## src/rtl/sys_bridge_pkg.sv

```systemverilog
// Shared types and constants for the CPU-to-device register bus bridge.
// Latency: n/a (declarations only).
// Backpressure: n/a (declarations only).
package sys_bridge_pkg;

  typedef enum logic [1:0] {
    IDLE   = 2'd0,
    ACCESS = 2'd1,
    RESP   = 2'd2
  } state_t;

  localparam logic [31:0] DEF_BASE = 32'h0000_7F00;

  // Register offsets inside each 16-byte device window
  localparam logic [3:0] CTRL   = 4'h0;
  localparam logic [3:0] PRESET = 4'h4;
  localparam logic [3:0] COUNT  = 4'h8;

  localparam int HWINT_W = 6;
  localparam int MAX_DEV = 6;
  localparam int IDX_W   = 3;

  // Only the three implemented word offsets are addressable
  function automatic logic legal_offset(input logic [3:0] off);
    return (off == CTRL) || (off == PRESET) || (off == COUNT);
  endfunction

endpackage

```

## src/rtl/sys_bridge_if.sv

```systemverilog
// Bundles the CPU request/response port and the device register bus.
// Latency: n/a (wiring only).
// Backpressure: none; the CPU side sees a fixed-latency response strobe.
interface sys_bridge_if #(
  parameter int NDEV = 3
);
  import sys_bridge_pkg::*;

  // CPU memory-stage side
  logic                 cpu_req;
  logic                 cpu_we;
  logic [31:0]          cpu_addr;
  logic [31:0]          cpu_wdata;
  logic [3:0]           cpu_be;
  logic                 cpu_ready;
  logic [31:0]          cpu_rdata;
  logic                 cpu_err;

  // Device register bus side
  logic [3:0]           dev_add;
  logic [31:0]          dev_dat;
  logic [NDEV-1:0]      dev_we;
  logic [NDEV*32-1:0]   dev_rdat;
  logic [NDEV-1:0]      dev_irq;
  logic [HWINT_W-1:0]   hw_int;

  // Bridge view: responds to the CPU, initiates on the device bus
  modport master (
    input  cpu_req, cpu_we, cpu_addr, cpu_wdata, cpu_be,
    output cpu_ready, cpu_rdata, cpu_err,
    output dev_add, dev_dat, dev_we,
    input  dev_rdat, dev_irq,
    output hw_int
  );

  // Environment view: CPU pipeline plus attached devices
  modport slave (
    output cpu_req, cpu_we, cpu_addr, cpu_wdata, cpu_be,
    input  cpu_ready, cpu_rdata, cpu_err,
    input  dev_add, dev_dat, dev_we,
    output dev_rdat, dev_irq,
    input  hw_int
  );

endinterface

```

## src/rtl/sys_bridge_decode.sv

```systemverilog
// Address decoder: splits a CPU address into device index, register offset and fault flag.
// Latency: combinational.
// Backpressure: none.
module sys_bridge_decode
  import sys_bridge_pkg::*;
#(
  parameter int          NDEV = 3,
  parameter logic [31:0] BASE = DEF_BASE
) (
  input  logic [31:0]      cpu_addr,
  input  logic             cpu_we,
  input  logic [3:0]       cpu_be,
  output logic [IDX_W-1:0] index,
  output logic [3:0]       offset,
  output logic             fault
);

  logic [31:0] rel;
  logic        in_range;

  // Window-relative address; only meaningful when cpu_addr >= BASE
  assign rel      = cpu_addr - BASE;
  assign in_range = (cpu_addr >= BASE) && (rel < 32'(16 * NDEV));
  assign index    = rel[IDX_W+3:4];
  assign offset   = cpu_addr[3:0];

  // Any violation turns the access into an error response with no side effect
  always_comb begin
    fault = 1'b0;
    if (!in_range)                     fault = 1'b1;
    if (cpu_addr[1:0] != 2'b00)        fault = 1'b1;
    if (!legal_offset(cpu_addr[3:0]))  fault = 1'b1;
    if (cpu_be != 4'hF)                fault = 1'b1;
    if (cpu_we && (cpu_addr[3:0] == COUNT)) fault = 1'b1;
  end

endmodule

```

## src/rtl/sys_bridge.sv

```systemverilog
// CPU initiator for the timer register bus, plus registered interrupt vector to CP0.
// Latency: request at edge n -> dev_we in cycle n+1 -> cpu_ready in cycle n+2.
// Backpressure: none; requests arriving outside IDLE are dropped, never queued.
module sys_bridge
  import sys_bridge_pkg::*;
#(
  parameter int          NDEV = 3,
  parameter logic [31:0] BASE = DEF_BASE
) (
  input  logic         clk,
  input  logic         reset,
  sys_bridge_if.master bus
);

  state_t               state, next_state;

  logic                 we_q;
  logic                 fault_q;
  logic [IDX_W-1:0]     idx_q;
  logic [3:0]           off_q;
  logic [31:0]          wdata_q;
  logic [31:0]          rdata_q;
  logic [HWINT_W-1:0]   hw_int_q;

  logic [IDX_W-1:0]     dec_idx;
  logic [3:0]           dec_off;
  logic                 dec_fault;
  logic [31:0]          rd_sel;
  logic [HWINT_W-1:0]   irq_ext;
  logic [NDEV-1:0]      we_vec;

  sys_bridge_decode #(
    .NDEV (NDEV),
    .BASE (BASE)
  ) u_decode (
    .cpu_addr (bus.cpu_addr),
    .cpu_we   (bus.cpu_we),
    .cpu_be   (bus.cpu_be),
    .index    (dec_idx),
    .offset   (dec_off),
    .fault    (dec_fault)
  );

  // State register
  always_ff @(posedge clk) begin
    if (!reset) state <= IDLE;
    else        state <= next_state;
  end

  // Next-state: one access walks IDLE -> ACCESS -> RESP -> IDLE
  always_comb begin
    next_state = state;
    case (state)
      IDLE:    if (bus.cpu_req) next_state = ACCESS;
      ACCESS:  next_state = RESP;
      RESP:    next_state = IDLE;
      default: next_state = IDLE;
    endcase
  end

  // Latch the request only when accepted in IDLE; also drives dev_add/dev_dat
  always_ff @(posedge clk) begin
    if (!reset) begin
      we_q    <= 1'b0;
      fault_q <= 1'b0;
      idx_q   <= '0;
      off_q   <= '0;
      wdata_q <= '0;
    end else if ((state == IDLE) && bus.cpu_req) begin
      we_q    <= bus.cpu_we;
      fault_q <= dec_fault;
      idx_q   <= dec_idx;
      off_q   <= dec_off;
      wdata_q <= bus.cpu_wdata;
    end
  end

  // Select the addressed device's read word (index is in range whenever it is used)
  always_comb begin
    rd_sel = '0;
    for (int i = 0; i < NDEV; i++) begin
      if (idx_q == IDX_W'(i)) rd_sel = bus.dev_rdat[i*32 +: 32];
    end
  end

  // Capture load data at the end of ACCESS; stores and faults return zero
  always_ff @(posedge clk) begin
    if (!reset)                rdata_q <= '0;
    else if (state == ACCESS)  rdata_q <= (we_q || fault_q) ? 32'h0 : rd_sel;
  end

  // Zero-extend device interrupts to the CP0 vector width
  always_comb begin
    irq_ext = '0;
    for (int i = 0; i < NDEV; i++) irq_ext[i] = bus.dev_irq[i];
  end

  // One register stage on the interrupt lines
  always_ff @(posedge clk) begin
    if (!reset) hw_int_q <= '0;
    else        hw_int_q <= irq_ext;
  end

  // Outputs: write strobe gated by live reset so a reset mid-access never writes
  always_comb begin
    we_vec        = '0;
    bus.cpu_ready = 1'b0;
    bus.cpu_err   = 1'b0;
    if ((state == ACCESS) && we_q && !fault_q && reset) begin
      for (int i = 0; i < NDEV; i++) begin
        if (idx_q == IDX_W'(i)) we_vec[i] = 1'b1;
      end
    end
    if (state == RESP) begin
      bus.cpu_ready = 1'b1;
      bus.cpu_err   = fault_q;
    end
  end

  assign bus.dev_we    = we_vec;
  assign bus.cpu_rdata = rdata_q;
  assign bus.dev_add   = off_q;
  assign bus.dev_dat   = wdata_q;
  assign bus.hw_int    = hw_int_q;

endmodule

```

## src/flat_wrapper.sv

```systemverilog
// flat-port wrapper written by rule: the top's interface ports become plain ports
module sys_bridge_flat import sys_bridge_pkg::*;
#(
  parameter int          NDEV = 3,
  parameter logic [31:0] BASE = DEF_BASE
)
  (clk, reset, bus_cpu_req, bus_cpu_we, bus_cpu_addr, bus_cpu_wdata, bus_cpu_be, bus_cpu_ready, bus_cpu_rdata, bus_cpu_err, bus_dev_add, bus_dev_dat, bus_dev_we, bus_dev_rdat, bus_dev_irq, bus_hw_int);
  sys_bridge_if #(.NDEV(NDEV)) bus_i ();
  input  logic clk;
  input  logic reset;
  input wire logic [$bits(bus_i.cpu_req)-1:0] bus_cpu_req;
  input wire logic [$bits(bus_i.cpu_we)-1:0] bus_cpu_we;
  input wire logic [$bits(bus_i.cpu_addr)-1:0] bus_cpu_addr;
  input wire logic [$bits(bus_i.cpu_wdata)-1:0] bus_cpu_wdata;
  input wire logic [$bits(bus_i.cpu_be)-1:0] bus_cpu_be;
  output wire logic [$bits(bus_i.cpu_ready)-1:0] bus_cpu_ready;
  output wire logic [$bits(bus_i.cpu_rdata)-1:0] bus_cpu_rdata;
  output wire logic [$bits(bus_i.cpu_err)-1:0] bus_cpu_err;
  output wire logic [$bits(bus_i.dev_add)-1:0] bus_dev_add;
  output wire logic [$bits(bus_i.dev_dat)-1:0] bus_dev_dat;
  output wire logic [$bits(bus_i.dev_we)-1:0] bus_dev_we;
  input wire logic [$bits(bus_i.dev_rdat)-1:0] bus_dev_rdat;
  input wire logic [$bits(bus_i.dev_irq)-1:0] bus_dev_irq;
  output wire logic [$bits(bus_i.hw_int)-1:0] bus_hw_int;
  assign bus_i.cpu_req = bus_cpu_req;
  assign bus_i.cpu_we = bus_cpu_we;
  assign bus_i.cpu_addr = bus_cpu_addr;
  assign bus_i.cpu_wdata = bus_cpu_wdata;
  assign bus_i.cpu_be = bus_cpu_be;
  assign bus_cpu_ready = bus_i.cpu_ready;
  assign bus_cpu_rdata = bus_i.cpu_rdata;
  assign bus_cpu_err = bus_i.cpu_err;
  assign bus_dev_add = bus_i.dev_add;
  assign bus_dev_dat = bus_i.dev_dat;
  assign bus_dev_we = bus_i.dev_we;
  assign bus_i.dev_rdat = bus_dev_rdat;
  assign bus_i.dev_irq = bus_dev_irq;
  assign bus_hw_int = bus_i.hw_int;
  sys_bridge #(.NDEV(NDEV), .BASE(BASE)) u_core (.clk(clk), .reset(reset), .bus(bus_i));
endmodule
```

## config.mk

```make
export PLATFORM = sky130hd
export DESIGN_NAME = sys_bridge_flat
export DESIGN_NICKNAME = d
export VERILOG_FILES = /design/src/rtl/sys_bridge_pkg.sv /design/src/rtl/sys_bridge_if.sv /design/src/rtl/sys_bridge_decode.sv /design/src/rtl/sys_bridge.sv /design/src/flat_wrapper.sv
export SDC_FILE = /design/constraint.sdc
export NUM_CORES = 1
export LEC_CHECK = 0
export CAP_MARGIN = 0
export CORE_MARGIN = 3
export CORE_UTILIZATION = 35
export DETAILED_ROUTE_END_ITERATION = 10
export PLACE_DENSITY_LB_ADDON = 0.08
export SLEW_MARGIN = 20
export SYNTH_ARGS = -nofsm -noshare
export SYNTH_HDL_FRONTEND = slang
export SYNTH_SLANG_ARGS = --single-unit
```

## constraint.sdc

```tcl
create_clock -name clk -period 1.9 [get_ports clk]
set_input_delay 0.285 -clock clk [delete_from_list [all_inputs] [get_ports clk]]
set_output_delay 0.285 -clock clk [all_outputs]
set_load 0.01 [all_outputs]
```

## Word level (Yosys, flattened, before mapping)

Index checks and enable logic that the tools add are counted.

| cells by class | value |
|---|---|
| $add $sub $neg | 1 |
| multipliers | 0 |
| div/mod/pow operators | 0 |
| magnitude comparators | 2 |
| equal/unequal tests | 8 |
| shift-type cells | 0 |
| multiplexer cells | 17 |
| bitwise logic cells | 0 |
| reductions and logical operators | 14 |

Operators with widths:

| cell | count |
|---|---|
| two-way mux 32 bit | 4 |
| >= comparator 32 x 15 -> 1 bit, second input constant | 1 |
| less-than comparator 32 x 6 -> 1 bit, second input constant | 1 |
| subtractor 32 x 15 -> 32 bit, second input constant | 1 |
| two-way mux 1 bit | 10 |
| logical AND 1 bit | 6 |
| equality test 4 x 3 -> 1 bit, second input constant | 1 |
| equality test 4 bit, second input constant | 1 |
| zero test 4 bit | 1 |
| inequality test 4 bit, second input constant | 1 |
| one-hot mux 2 bit (2 select lines) | 1 |
| equality test 3 x 1 -> 1 bit, second input constant | 1 |
| equality test 3 x 2 -> 1 bit, second input constant | 1 |
| zero test 3 bit | 1 |
| logical OR 1 bit | 3 |
| two-way mux 3 bit | 1 |
| equality test 2 x 1 -> 1 bit, second input constant | 1 |
| equality test 2 bit, second input constant | 1 |
| zero test 2 bit | 1 |
| two-way mux 2 bit | 1 |
| inequality test 2 bit, second input constant | 1 |
| nonzero test 2 bit | 1 |
| zero test 1 bit | 1 |

| word-level totals | value |
|---|---|
| bits in registers | 81 |
| latch bits | 0 |
| bits in writable memories | 0 |
| ROM bits | 0 |
| input bits | 171 |
| output and inout port bits | 79 |
| word-level logic and storage cells | 51 |
| memories kept | 0 |

## Depth between registers and ports, before layout

Gate-level depths: netlist (run 1).

| depth | value |
|---|---|
| word-level depth | 8 |
| gate-level depth with buffers | 8 |
| gate-level depth less buffers | 5 |

## Cells and area by module

Synthesis (run 1) repeated with hierarchy kept, for this count alone.

| unflattened totals | value |
|---|---|
| cells, all modules | 444 |
| area total of the unflattened synthesis | 3798.6 um2 |

Modules (own cells, without submodules):

| module | times used | cells an instance | area each (um2) | sequential area each (um2) |
|---|---|---|---|---|
| sys_bridge | 1 | 423 | 3652.3 | 1561.5 |
| sys_bridge_decode | 1 | 21 | 146.4 | 0.0 |

## Least setup slack after synthesis (run 1)

No wires, ideal clock.

| timing | value |
|---|---|
| path kind | register to output |
| from | register u_core.state[1] |
| to | output bus_dev_we[2] |
| arrival time | 1196 ps |
| required time | 1615 ps |
| path slack | 419 ps |
| cell stages (with the launch flop) | 6 |
| buffers on the path | 1 |
| cells stage by stage | dfxtp_1 > nand2b_1 > clkbuf_1 > nor2_1 > nand3_1 > nor3b_1 |

| between the ends | value |
|---|---|
| longest elaborated chain between the ends | 5 |

RTL lines:

| item | RTL line | RTL |
|---|---|---|
| from (decl) | sys_bridge.sv:15 | `state_t state, next_state;` |
| from (signal assigned) | sys_bridge.sv:47 | `else state <= next_state;` |
| equality test 2 x 1 -> 1 bit | sys_bridge.sv:109 | `if ((state == ACCESS) && we_q && !fault_q && reset) begin` |
| logical AND 1 bit (3 in series) | sys_bridge.sv:109 |  |
| two-way mux 3 bit | sys_bridge.sv:109 |  |
| to (decl) | flat_wrapper.sv:21 | `output wire logic [$bits(bus_i.dev_we)-1:0] bus_dev_we;` |

No other way between the ends.

## Worst setup path in the final report (run 1)

| timing | value |
|---|---|
| from | register u_core.state[1] |
| to | output bus_dev_we[1] |

The elaborated chain is that of the path after synthesis.

==> results of run 1 <==
## worst min-delay path, delay by kind of cell, from the launching register on
kind / cells / cell delay [ns]
simple gates: 1 / 0.05
flops: 1 / 0.31
compound gates: 1 / 0.05
## power by group
part	total (mW)	switching, mW	internal (mW)
Clock	1.40	0.590	0.805
Combinational	1.01	0.411	0.602
Sequential	1.77	0.0467	1.72
## cell usage in the layout, fill, tap and decap left out, types with 2 or more instances in the layout
cell type	synthesis	routed
nand2b_1	3	3
nand3_2	1	2
bufinv_16	0	2
nor4_1	2	2
o31ai_1	2	2
nor2_1	39	38
o21ai_1	9	9
o22ai_1	32	32
and2_1	4	4
nor3_2	1	2
a21oi_1	41	41
nand2_1	116	116
clkbuf_8	0	11
buf_4	3	20
clkbuf_2	0	2
nor3_1	3	2
dfxtp_1	78	78
nor4bb_1	2	2
conb_1	1	3
clkdlybuf4s50_1	0	241
o21ai_0	27	27
a22oi_1	32	32
## worst paths after layout
kind | from | to | cells past startpoint | slack (ns)
worst max-delay path | u_core.state[1] | bus_dev_we[1] | 5 | 0.13
worst min-delay path | u_core.bus.dev_dat[22] | u_core.bus.dev_dat[22] | 2 | 0.46
worst max register to register | u_core.idx_q[1] | u_core.bus.cpu_rdata[9] | 5 | 0.30
worst min register to register | u_core.bus.dev_dat[22] | u_core.bus.dev_dat[22] | 2 | 0.46
## layer usage
layer  wire (um)  up-vias  global-route usage
met5           0        -                   0
met4         154        0              0.0546
met3        1290       15              0.0888
met2        6500      167               0.397
met1        4820     1878               0.242
li1            -     2066                   -
## flip-flops by register name, summed over array words and instances, names as in the netlist
name	flops
u_core.bus.cpu_rdata	32
u_core.bus.dev_dat	32
u_core.bus.dev_add	4
u_core.bus.hw_int	3
u_core.idx_q	3
u_core.state	2
u_core.fault_q	1
u_core.we_q	1
## final cells by class
cell class / instances / area [um^2] / share of cell area
flip-flops and latches: 78 / 1560 / 0.246
clock inverters: 3 / 67.6 / 0.0107
clock buffers: 12 / 155 / 0.0245
multi-input cells: 338 / 1780 / 0.280
repair buffers: 267 / 2620 / 0.413
inverters: 1 / 3.75 / 0.000592
well taps: 129 / 161 / 0.0254
## kinds of logic after synthesis
logic type,share of synthesized area
AOI/OAI and AO/OA,0.256
buffers and inverters,0.0528
DFF,0.448
muxes,0.00323
other,0.00108
and+or+nand+nor,0.239
## timing repair
item                                   in CTS  in global routing
buffers inserted                            0                  0
cloned                                      0                  0
resized for setup                           9                  8
setup endpoints to repair                   4                  4
endpoints found under the hold margin       0                  0
pin swaps                                   0                  1
hold buffers                                0                  0
## through the flow
step | hold WS (ns) | area (um^2) | TNS, ns
6_report | 0.457 | 6340 | 0
5_1_grt | 0.463 | 6340 | 0
4_1_cts | 0.457 | 6350 | 0
3_5_place_dp | 0.448 | 6120 | -1.07
3_3_place_gp | 0.440 | 6110 | -1.10
2_1_floorplan | 0.407 | 3490 | 0
==> results by stage, run 1 <==
Run status:
- The flow ran to the end, and the final reports show no timing, DRC or antenna violations.

Timing:
- The final setup slack of the worst path is 0.133 ns.
- The final hold violation count was 0.
- The final-report max-slew violation count is 0.
- The highest clock rate is 0.566 GHz.
- The measured slew at the worst slew-check pin is 0.779 ns.
- Across the routed clock network, the largest skew measured is 0.0128 ns.
- The tightest slew margin relative to the limit is 0.481.
- The count of endpoints failing setup in the final report is 0.
- The minimum clock period after layout is 1.77 ns.
- Of the available clock period, the critical path in the final layout requires 0.930.
- Setup repair after global routing left no endpoint under its margin.

Layout:
- For this run, the number of standard cells in the final layout without fillers is 828.
- The share of cells above drive strength 1 is 0.0730.
- The final net count is 866.
- The number of diodes added for antenna fixing is 0.
- For this run, the share of the core covered by cells in the final layout is 0.671.
- The total of fill cells in the finished design is 853.
- The signed area change from the synthesized netlist to the final layout is 82.2%.

Place:
- The pre-CTS setup slack is -0.411 ns.
- After detailed placement, the design holds a cell count of 813.
- The wire-length estimate of the detail-placed layout is 9.60 mm.
- The congestion estimate from routability-driven global placement came to 0.761.
- The count of buffers inserted at the top-level ports is 246.

Critical path:
- For the worst setup path, the data required time is 1.62 ns.
- On the critical path the largest part of the delay comes from simple AND/OR/NAND/NOR gates.
- STA classifies the critical path endpoint as a primary output.
- The data arrival at the endpoint of the critical path is 1.48 ns.
- In this design, the stage delay of the slowest critical-path cell is 0.31 ns.
- The number of buffers and inverters on the critical path is 1.
- The worst setup path is launched from a register.
- Walking the worst path, the cells encountered are nand2b_1 -> nor2_2 -> nand3_2 -> nor3b_1 -> clkbuf_2.
- The slowest library cell on the worst path is dfxtp_1.
- Of all nets on the critical path, the largest fanout is 3.
- The type of the worst setup path is register to primary output.

CTS:
- The number of clock buffers inserted by TritonCTS is 9.
- The TritonCTS clock tree is yes.
- The cell at the root of the clock tree is clkbuf_8.
- The maximum root-to-sink buffer count is 2.
- For this design, the sink count on the clock tree is 78.
- The clock transition at the register clock pins on the worst setup and hold paths after CTS is 0.08 ns.
- For the worst-skew pair, the clock arrives at the later sink with an insertion delay of 0.35 ns.
- The H-tree depth is 3.

Synthesis:
- In the post-synthesis netlist, the cell with the most instances is nand2_1.
- The number of instances in the synthesized netlist is 456.
- The share of synthesized area in the top cell type comes to 0.448.
- The proportion of synthesized flip-flops having asynchronous set or reset is 0.
- The fraction of the yosys area taken by sequential cells is 0.448.
- Ranked by total cell area, the synthesized netlist is headed by dfxtp_1 (45%), nand2_1 (13%), a22oi_1 (6.9%).
- By count the netlist is led by nand2_1 (116), dfxtp_1 (78), a21oi_1 (41).
- The number of enable-type register cells in the synthesized netlist is 0.
- The top flip-flop cell by instance count after synthesis is dfxtp_1.
- After synthesis the netlist holds a flip-flop and latch count of 78.
- The number of distinct library cells after synthesis is 41.
- The synthesized area per cell is 7.64 um^2.
- dfxtp_1 takes more of the synthesized area than any other cell.
- The cell area after synthesis is 0.00348 mm^2.
- The synthesis warning total is 0.

Power:
- The worst vdd rail ir drop is 0.440 mV.
- The overall power of the completed layout is 4.18 mW.
- The analysis attributes to cell leakage a power of 2.30 nW.
- The power per standard cell area is 659 mW/mm^2.

Detailed routing:
- The number of nets with antenna violations after detailed routing is 0.
- The final wirelength is 12.8 mm.
- The detailed-route DRC error count is 0.
- Using the TritonRoute via totals, the vias-per-cell ratio works out to 4.98.
- The detailed router placed 4126 vias in this run.
- The first-pass detailed-route iteration total is 5.
- After the first detailed-routing iteration, the DRC count stood at 215.
- The routed length per instance is 15.4 um.

Global routing:
- The first global-routing pass estimated 20.1 mm of wire.
- Entering global routing, the biggest net connects 74 pins.
- The via count of the first global-routing pass is 4008.
- The number of antenna violations at the first check in global routing is 0.
- Global routing finished with a remaining overflow of 0.
- The global routing usage summed across all routing layers is 0.221.

Min path:
- The kind of path behind the tightest hold check is register to register.

Floorplanning:
- For this configuration, the core starts out at a cell density of 0.368.
- The count of standard-cell rows is 35.
- The die covers 0.0112 mm^2.
- The floorplan step defined a core boundary enclosing 0.00946 mm^2.
- The die is 106 um wide.
- The height of the die is 106 um.
- During I/O placement, the number of pins put on the boundary was 250.

Job:
- The max-capacitance violation count is 0.
No activity file was read; power rests on OpenSTA's default activity.
==> run 2: changes to the inputs <==
Settings changed: ABC_AREA set to 1, ABC_CLOCK_PERIOD_IN_PS set to 1900, CORE_UTILIZATION 35 to 37.
==> results by stage, run 2 <==
Power:
- After layout, the design draws a total of 4.36 mW.
- Of the total power, the share spent switching nets is 0.280.
- The clock network power share is 0.328.
- The worst vdd rail ir drop is 0.412 mV.
- The power per standard cell area is 646 mW/mm^2.
- The internal power component is 3.14 mW.
- The sequential group share of total power is 0.412.
- The switching power is 1.22 mW.
- The part of the total power dissipated in combinational logic is 0.260.
- In this run the static leakage power is 2.73 nW.

Layout:
- The number of diodes added for antenna fixing is 0.
- For this run, the share of the core covered by cells in the final layout is 0.674.
- After filler insertion, the fill cell instance count of the layout stands at 866.
- Excluding fillers, the count of instances in the completed layout stands at 961.
- The leading cell type in the layout, fill and taps excluded is clkdlybuf4s50_1.
- In the layout the commonest cells are clkdlybuf4s50_1 (241), nor2_1 (112), o21ai_0 (104).
- The signed area change from the synthesized netlist to the final layout is 73.2%.
- The final net count is 994.
- The share of cells above drive strength 1 is 0.0700.

Job:
- The tool flagged a number of max-cap violations equal to 0.

Critical path:
- The startpoint of the worst setup timing path is u_core.state[0].
- Walking the worst path, the cells encountered are inv_2 -> nor2_2 -> inv_2 -> nor2_1 -> nand3_2 -> nor2_1 -> clkdlybuf4s15_1.
- The slowest library cell on the worst path is dfxtp_1.
- Data on the critical path is required at its endpoint by 1.62 ns.
- The type of element launching the critical path is a register.
- The number of buffers and inverters on the critical path is 3.
- The type of element capturing the critical path is a primary output.
- The peak fanout along the critical path is 3.
- The type of the worst setup path is register to primary output.
- The reg-to-reg startpoint is u_core.state[0].
- STA puts the critical path data arrival time at 1.49 ns.
- The largest single stage delay on the critical path is 0.35 ns.
- On the critical path the largest part of the delay comes from simple AND/OR/NAND/NOR gates.

Detailed routing:
- The first-pass detailed-route iteration total is 5.
- The number of vias after detailed routing is 4688.
- After detailed routing, the average wire length per cell comes to 14.7 um.
- The violation count after the first detailed-routing iteration is 228.
- The final wirelength is 14.2 mm.
- The number of nets with antenna violations after detailed routing is 0.
- The detailed router put a total of 5.52 mm of wire on met1.
- In the routed layout, each cell is associated on average with a via count of 4.88.
- The wire length on met3 is 1.46 mm.
- The total length of routed met2 wires is 6.97 mm.
- The detailed-route DRC error count is 0.
- In this run the top signal layer used is met4.

Synthesis:
- Sorting the synthesized cells by how often they occur yields nor2_1 (112), o21ai_0 (104), nand2_1 (81).
- The cell with the most instances after synthesis is nor2_1.
- The share of the Yosys chip area taken by registers is 0.401.
- Averaged over all synthesized cells, the footprint is 6.73 um^2.
- After technology mapping, the gate count stands at 578.
- The proportion of synthesized flip-flops having asynchronous set or reset is 0.
- The top flip-flop cell by instance count after synthesis is dfxtp_1.
- The top cell type by total area after synthesis is dfxtp_1.
- In this run, synthesis inferred 0 flip-flops with an integrated enable.
- Ranked by total cell area, the synthesized netlist is headed by dfxtp_1 (40%), o21ai_0 (13%), nor2_1 (11%).
- Of the post-synthesis cell area, the dominant cell type holds 0.401.
- After synthesis the cells add up to 0.00389 mm^2.
- The synthesized design contains 78 register bits.
- After synthesis, the netlist uses 25 different library cells.
- Yosys printed 0 warnings.

Timing:
- Between clock sinks in the finished design, the worst skew comes to 0.0119 ns.
- Adding up every negative setup slack in the final design gives 0 ns.
- The highest clock rate is 0.563 GHz.
- Setup repair after global routing left no endpoint under its margin.
- The final setup slack of the worst path is 0.124 ns.
- The minimum clock period after layout is 1.78 ns.
- The final hold violation count is 0.
- In the finished design, the share of the clock period the worst path needs comes to 0.935.
- The final-report max-slew violation count is 0.
- Setup violations remaining at the end of the flow were counted as 0.

Floorplanning:
- The floorplan die area is 0.0118 mm^2.
- 250 I/O pins were placed.
- In this run the core area contains 36 standard-cell rows.
- In this run the vertical extent of the chip is 109 um.
- After floorplanning, the core was sized to cover 0.0100 mm^2.
- The effective utilization at floorplan is 0.389.
- The chip width is 109 um.

Place:
- The pre-CTS setup slack is -0.313 ns.
- The global placer's final weighted congestion is 0.935.
- Port buffering added 246 buffers.
- The wire-length estimate of the detail-placed layout is 10.7 mm.
- After detailed placement, the design holds a cell count of 945.

Min path:
- In this run the most critical hold path is launched from bus_dev_irq[2].
- The path class of the tightest hold or removal check is primary input to register.

CTS:
- The maximum root-to-sink buffer count is 2.
- Clock-pin slew was measured on the worst setup and hold paths at 0.10 ns.
- The H-tree depth is 3.
- The number of buffers inserted for hold repair after clock tree synthesis is 0.
- The number of clock buffers inserted by TritonCTS is 9.
- The latest clock arrival within the worst-skew pair is 0.35 ns.
- The tree is rooted in a clkbuf_8.
- The clock drives 78 sinks.
- TritonCTS built the clock tree.

Run status:
- The run finished with clean final reports.

Global routing:
- The via count of the first global-routing pass is 4425.
- After global routing the overflow that remains totals 0.
- The first global-routing pass estimated 21.3 mm of wire.
- The number of antenna violations at the first check in global routing came to 0.
- The pin count of the biggest net entering global routing is 45.
- The global routing usage summed across all routing layers is 0.226.
==> run 2: worst paths after layout <==
kind                         endpoint  slack [ns]  cells past startpoint
max                     bus_dev_we[1]        0.12                      7
min reg2reg  u_core.bus.cpu_rdata[14]        0.46                      2
max reg2reg  u_core.bus.cpu_rdata[14]        0.32                      8
min              u_core.bus.hw_int[2]        0.46                      3
==> run 2: layout make-up <==
class | count | area (um^2) | area share
well taps | 133 | 166 | 0.0247
repair buffers | 270 | 2630 | 0.390
inverters | 59 | 221 | 0.0329
flip-flops and latches | 78 | 1560 | 0.232
clock buffers | 9 | 124 | 0.0184
clock inverters | 7 | 103 | 0.0152
multi-input cells | 405 | 1940 | 0.287
==> run 2: cells by family (layout without fill, tap and decap cells) <==
kind of cell	Yosys count	after routing	synth area share
other	1	3	0.000964
and+or+nand+nor	221	221	0.236
AOI/OAI and AO/OA	179	179	0.251
DFF	78	78	0.401
xor gates and xnor gates	2	2	0.00450
buffers and inverters	97	345	0.106
==> run 2: what timing repair did <==
action | CTS | global route
pin swaps | 0 | 1
gates resized for setup | 9 | 5
setup endpoints to repair | 5 | 2
setup buffers | 0 | 0
==> run 2: per-stage QoR <==
step	hold WS, ns	cell area, um^2
6_report	0.461	6740
5_1_grt	0.466	6740
4_1_cts	0.447	6750
3_5_place_dp	0.455	6520
3_3_place_gp	0.452	6520
2_1_floorplan	0.383	3900
==> run 2: worst register-to-register path: stages (launching register included) <==
cell and delay [ns]:
dfxtp_1 0.35, inv_2 0.05, nor2_2 0.08, inv_2 0.04, buf_4 0.24, nor3_4 0.18
buf_4 0.27, o211ai_1 0.17, a21oi_1 0.14
==> run 2: metal layers <==
layer	GRT usage	up-vias
met5	0	-
met2	0.413	217
met4	0.0613	0
met1	0.248	2073
li1	-	2378
met3	0.0782	20
==> run 2: power groups by stage <==
stage                     clock (mW)  combinational (mW)  sequential, mW
final                           1.43                1.13            1.80
after global routing            1.54                1.23            1.81
after CTS                       1.47                1.14            1.80
after detailed placement           0                1.13            1.83
after global placement             0                1.11            1.83
after floorplan                    0               0.395            1.88
